--- src/rtl/rr_mux_arbiter_if.sv ---
// rr_mux_arbiter_if: shared-bus bundle between four requesters and the round-robin arbiter.
//   req   : per-requester request (bit i = requester i)
//   A..D  : requester data
//   gnt   : one-hot grant back to requesters
//   SEL   : index of the granted requester (mux select)
//   valid : bus owned this cycle
//   Saida : shared output bus
interface rr_mux_arbiter_if #(
    parameter int NUM_BITS = 4
);
    logic [3:0]          req;
    logic [NUM_BITS-1:0] A;
    logic [NUM_BITS-1:0] B;
    logic [NUM_BITS-1:0] C;
    logic [NUM_BITS-1:0] D;
    logic [3:0]          gnt;
    logic [1:0]          SEL;
    logic                valid;
    logic [NUM_BITS-1:0] Saida;
    modport master (output req, A, B, C, D, input gnt, SEL, valid, Saida);
    modport slave  (input req, A, B, C, D, output gnt, SEL, valid, Saida);
endinterface

--- src/rtl/rr_mux_arbiter.sv ---
// rr_mux_arbiter: round-robin arbiter with bounded hold time driving a 4:1 shared-bus mux.
//   clock : rising-edge clock
//   reset : asynchronous active-high reset
//   bus   : slave side of rr_mux_arbiter_if (req/A..D in; gnt/SEL/valid/Saida out)
module rr_mux_arbiter #(
    parameter int NUM_BITS = 4,
    parameter int MAX_HOLD = 4
) (
    input logic             clock,
    input logic             reset,
    rr_mux_arbiter_if.slave bus
);
    typedef enum logic {IDLE, GRANT} state_t;
    state_t              state_q;
    logic [1:0]          ptr_q;
    logic [1:0]          sel_q;
    logic [3:0]          gnt_q;
    logic                valid_q;
    logic [3:0]          cnt_q;
    logic [1:0]          base_ptr;
    logic [1:0]          win;
    logic                any_req;
    logic                keep;
    // On release the holder's successor becomes top priority in the same edge,
    // so the search base is SEL+1 while granting and the stored pointer while idle.
    always_comb begin
        base_ptr = (state_q == GRANT) ? sel_q + 2'd1 : ptr_q;
        any_req  = |bus.req;
        win      = base_ptr;
        for (int k = 3; k >= 0; k--)
            if (bus.req[base_ptr + 2'(k)]) win = base_ptr + 2'(k);
        keep = bus.req[sel_q] && (cnt_q < 4'(MAX_HOLD));
    end
    always_ff @(posedge clock or posedge reset) begin
        if (reset) begin
            state_q <= IDLE;
            ptr_q   <= 2'd0;
            sel_q   <= 2'd0;
            gnt_q   <= 4'd0;
            valid_q <= 1'b0;
            cnt_q   <= 4'd0;
        end else if (state_q == IDLE) begin
            if (any_req) begin
                state_q <= GRANT;
                gnt_q   <= 4'd1 << win;
                sel_q   <= win;
                valid_q <= 1'b1;
                cnt_q   <= 4'd1;
            end
        end else if (keep) begin
            cnt_q <= cnt_q + 4'd1;
        end else begin
            ptr_q <= sel_q + 2'd1;
            if (any_req) begin
                gnt_q <= 4'd1 << win;
                sel_q <= win;
                cnt_q <= 4'd1;
            end else begin
                state_q <= IDLE;
                gnt_q   <= 4'd0;
                valid_q <= 1'b0;
            end
        end
    end
    assign bus.gnt   = gnt_q;
    assign bus.SEL   = sel_q;
    assign bus.valid = valid_q;
    assign bus.Saida = !valid_q      ? '0    :
                       sel_q == 2'd0 ? bus.A :
                       sel_q == 2'd1 ? bus.B :
                       sel_q == 2'd2 ? bus.C : bus.D;
endmodule

--- src/flat_wrapper.sv ---
// flat-port wrapper written by rule: the top's interface ports become plain ports
module rr_mux_arbiter_flat 
#(
    parameter int NUM_BITS = 4,
    parameter int MAX_HOLD = 4
)
  (clock, reset, bus_req, bus_A, bus_B, bus_C, bus_D, bus_gnt, bus_SEL, bus_valid, bus_Saida);
  rr_mux_arbiter_if #(.NUM_BITS(NUM_BITS)) bus_i ();
  input logic clock;
  input logic reset;
  input wire logic [$bits(bus_i.req)-1:0] bus_req;
  input wire logic [$bits(bus_i.A)-1:0] bus_A;
  input wire logic [$bits(bus_i.B)-1:0] bus_B;
  input wire logic [$bits(bus_i.C)-1:0] bus_C;
  input wire logic [$bits(bus_i.D)-1:0] bus_D;
  output wire logic [$bits(bus_i.gnt)-1:0] bus_gnt;
  output wire logic [$bits(bus_i.SEL)-1:0] bus_SEL;
  output wire logic [$bits(bus_i.valid)-1:0] bus_valid;
  output wire logic [$bits(bus_i.Saida)-1:0] bus_Saida;
  assign bus_i.req = bus_req;
  assign bus_i.A = bus_A;
  assign bus_i.B = bus_B;
  assign bus_i.C = bus_C;
  assign bus_i.D = bus_D;
  assign bus_gnt = bus_i.gnt;
  assign bus_SEL = bus_i.SEL;
  assign bus_valid = bus_i.valid;
  assign bus_Saida = bus_i.Saida;
  rr_mux_arbiter #(.NUM_BITS(NUM_BITS), .MAX_HOLD(MAX_HOLD)) u_core (.clock(clock), .reset(reset), .bus(bus_i));
endmodule
--- config.mk ---
export PLATFORM = sky130hd
export DESIGN_NAME = rr_mux_arbiter_flat
export DESIGN_NICKNAME = d
export VERILOG_FILES = /design/src/rtl/rr_mux_arbiter_if.sv /design/src/rtl/rr_mux_arbiter.sv /design/src/flat_wrapper.sv
export SDC_FILE = /design/constraint.sdc
export NUM_CORES = 1
export LEC_CHECK = 0
export CORE_UTILIZATION = 43
export CTS_CLUSTER_DIAMETER = 50
export DETAILED_ROUTE_END_ITERATION = 6
export HOLD_SLACK_MARGIN = 0.06
export PLACE_DENSITY_LB_ADDON = 0.2
export SYNTH_ARGS = -nofsm -noshare
export SYNTH_HDL_FRONTEND = slang
export SYNTH_SLANG_ARGS = --single-unit
--- constraint.sdc ---
create_clock -name clock -period 2.4 [get_ports clock]
set_input_delay 0.36 -clock clock [delete_from_list [all_inputs] [get_ports clock]]
set_output_delay 0.36 -clock clock [all_outputs]
set_load 0.1 [all_outputs]
==> summary.txt <==
Tot GR Track Use = 18.7%
synthesis-to-finish area growth = 50.2%
via count = 823
number of post-CTS setup repair buffers = 0
post-synth net total = 121
top-count cell post-synth = dfrtp_1
Num CTS Buffers = 3
TritonCTS clock tree = built
die area = 2300 um^2
# fillers = 156
Worst Tran Pin Value = 0.472 ns
f_max = 0.448 GHz
remaining antenna violation count = 0
Die Width = 47.9 um
sequential share of the synthesized area = 38.6%
slew margin rel. = 67.7%
HP Class = input pin to asynchronous set/reset pin
Synth area leader = dfrtp_1
hpwl dp = 1650 um
core area = 1980 um^2
min Tclk post-route = 2.23 ns
CP Launch Point = u_core.bus.SEL[0]
Clock Latency Late Sink = 0.27 ns
Syn Inst Count = 95
CP Cell Sequence = inv_1 -> ha_4 -> mux2i_1 -> nor2_1 -> a21oi_1 -> o21ai_0 -> and2_4 -> buf_12
PortBufs = 32
multi-input logic area = 541 um^2
multiplexer area fraction after synthesis = 12.7%
# IOs = 33
startpoint type of the worst setup path = flip-flop
final number of hold-violating endpoints = 0
H-tree Lvls = 1
DR vias/cell = 5.14
synth top area cells = dfrtp_1 (39%), mux2i_1 (7.7%), ha_1 (5.5%), a21oi_1 (3.9%), a22o_1 (3.9%)
site row count = 16
simple-gate share of the synthesized area = 18.1%
Avg WL per Cell = 12.8 um
largest net degree at the start of global routing = 15
Max clock buf depth = 2
initial antenna violation count = 0
Ys Warns = 0
Crit-path slowest cell = dfrtp_2
clk sinks = 14
Antenna diodes = 0
Synth Area in Compound Gates = 20.8%
Final period util = 93.0%
final max-slew violation count = 0
Iter 0 DRT Violations = 7
max-cap violations = 0
main combinational cell family by area after synthesis = compound AO/OA/AOI/OAI gates
Nets = 160
grt total ovfl = 0
CP Data Arrival Time = 1.87 ns
crit path capture type = output pin
1st-pass router iterations = 3
Yosys reg bits = 14
top post-synthesis cells by count = dfrtp_1 (14), nor2_1 (9), nand2_1 (8)
Placer Congestion = 0.771
total negative setup slack = 0 ns
Post-synth EDFFs = 0
fraction of registers with async set or reset after synthesis = 100%
Crit path largest cell delay = 0.44 ns
worst clock skew = 0.00738 ns
Die Y = 47.9 um
Avg Inst Size Synth = 9.55 um^2
RSZ-0062 raised after global routing = no
number of distinct library cells after synthesis = 29
post-synthesis xor/xnor area fraction = 0%
CP required = 2.04 ns
Storage cell area = 353 um^2
CP Class = flip-flop to output pin
Main synth FF type = dfrtp_1
WL final = 2050 um
Critical R2R Launch = u_core.bus.SEL[0]
top-area cell type share of the netlist area = 38.6%
status = finished, final reports clean
vias in the first global route = 711
Initial Util = 45.8%
Clock Pin Slew Worst Setup and Hold Paths = 0.08 ns
crit path max fanout = 5
global-route wire length before repair = 2950 um
endpoints failing setup = 0
mapped cell area = 907 um^2
layout cell share with drive strength beyond 1 = 25.6%
Adder-Cell Fraction of Synth Area = 5.52%
root buf cell = clkbuf_4
DRC = 0
final timing paths:
| check | end | slack (ns) | cells after the start |
|---|---|---|---|
| worst max register to register | u_core.bus.gnt[1] | 0.31 | 7 |
| worst min register to register | u_core.cnt_q[0] | 0.48 | 1 |
| worst max-delay path | bus_Saida[0] | 0.17 | 8 |
| worst min-delay path | u_core.bus.gnt[3] | 0.40 | 2 |
| max in group asynchronous | u_core.bus.SEL[0] | 1.63 | 2 |
| min in group clock | u_core.cnt_q[0] | 0.48 | 1 |
cell families after synthesis:
group                    count (synthesis)
multiplexers                            10
buffers and inverters                    8
flip-flops                              14
AO/OA/AOI/OAI                           28
adder cells (fa/ha/maj)                  4
AND/OR/NAND/NOR                         31
registers in the layout, indices dropped and copies added (netlist names):
signal	flops
u_core.ptr_q	2
u_core.bus.valid	1
u_core.bus.gnt	4
u_core.state_q	1
u_core.cnt_q	4
u_core.bus.SEL	2
critical path, delay by kind of cell (launching register included):
| kind | cells | cell delay (ns) |
|---|---|---|
| buffers and inverters | 2 | 0.33 |
| AOI/OAI and AO/OA | 2 | 0.21 |
| muxes | 1 | 0.19 |
| DFF | 1 | 0.44 |
| and+or+nand+nor | 2 | 0.22 |
| adders and majority gates | 1 | 0.20 |
metrics by stage:
stage	util (%)	hold slack, ns	std cells	worst slack (ns)	area (um^2)
2_1_floorplan	-	0.249	95	0.0926	920
3_3_place_gp	66.3	0.460	156	0.319	1310
3_5_place_dp	66.3	0.472	156	0.284	1310
4_1_cts	68.1	0.418	160	0.0149	1350
5_1_grt	68.8	0.459	160	0.0176	1360
6_report	68.8	0.404	160	0.167	1360
metal layers:
| layer | wire length, um | GRT usage (%) | vias to the layer above |
|---|---|---|---|
| li1 | - | - | 415 |
| met1 | 885 | 21.4 | 381 |
| met2 | 991 | 33.5 | 25 |
| met3 | 157 | 2.64 | 2 |
| met4 | 12 | 10.0 | 0 |
| met5 | 0 | 0 | - |
cells in the final DEF (no fill, tap or decap), types with 2 or more instances in the layout:
cell	n
buf_4	12
dfrtp_2	2
ha_1	3
clkdlybuf4s50_1	21
nand2_1	8
o21ai_1	2
and2_4	4
buf_12	4
a31oi_1	5
nand2b_1	3
o21ai_0	5
mux2i_1	7
a22o_1	4
inv_1	5
dfrtp_1	12
nor2_1	9
a21oi_1	7
mux2_2	2
clkbuf_4	3
cell type report:
type | instances | share of cell area (%)
inverter | 5 | 1.38
tap | 27 | 2.48
sequential | 14 | 25.9
clock buffer | 4 | 2.66
multi-input combinational | 73 | 39.7
timing repair buffer | 37 | 27.9
repair_timing:
item / in CTS / in global routing
endpoints found under the setup margin: 0 / 4
resized for setup: 0 / 2
hold buffers: 0 / 0
Power is left out: the tool's default activity adds up to more than one toggle a clock period on the data nets, which glitch-free logic cannot reach.
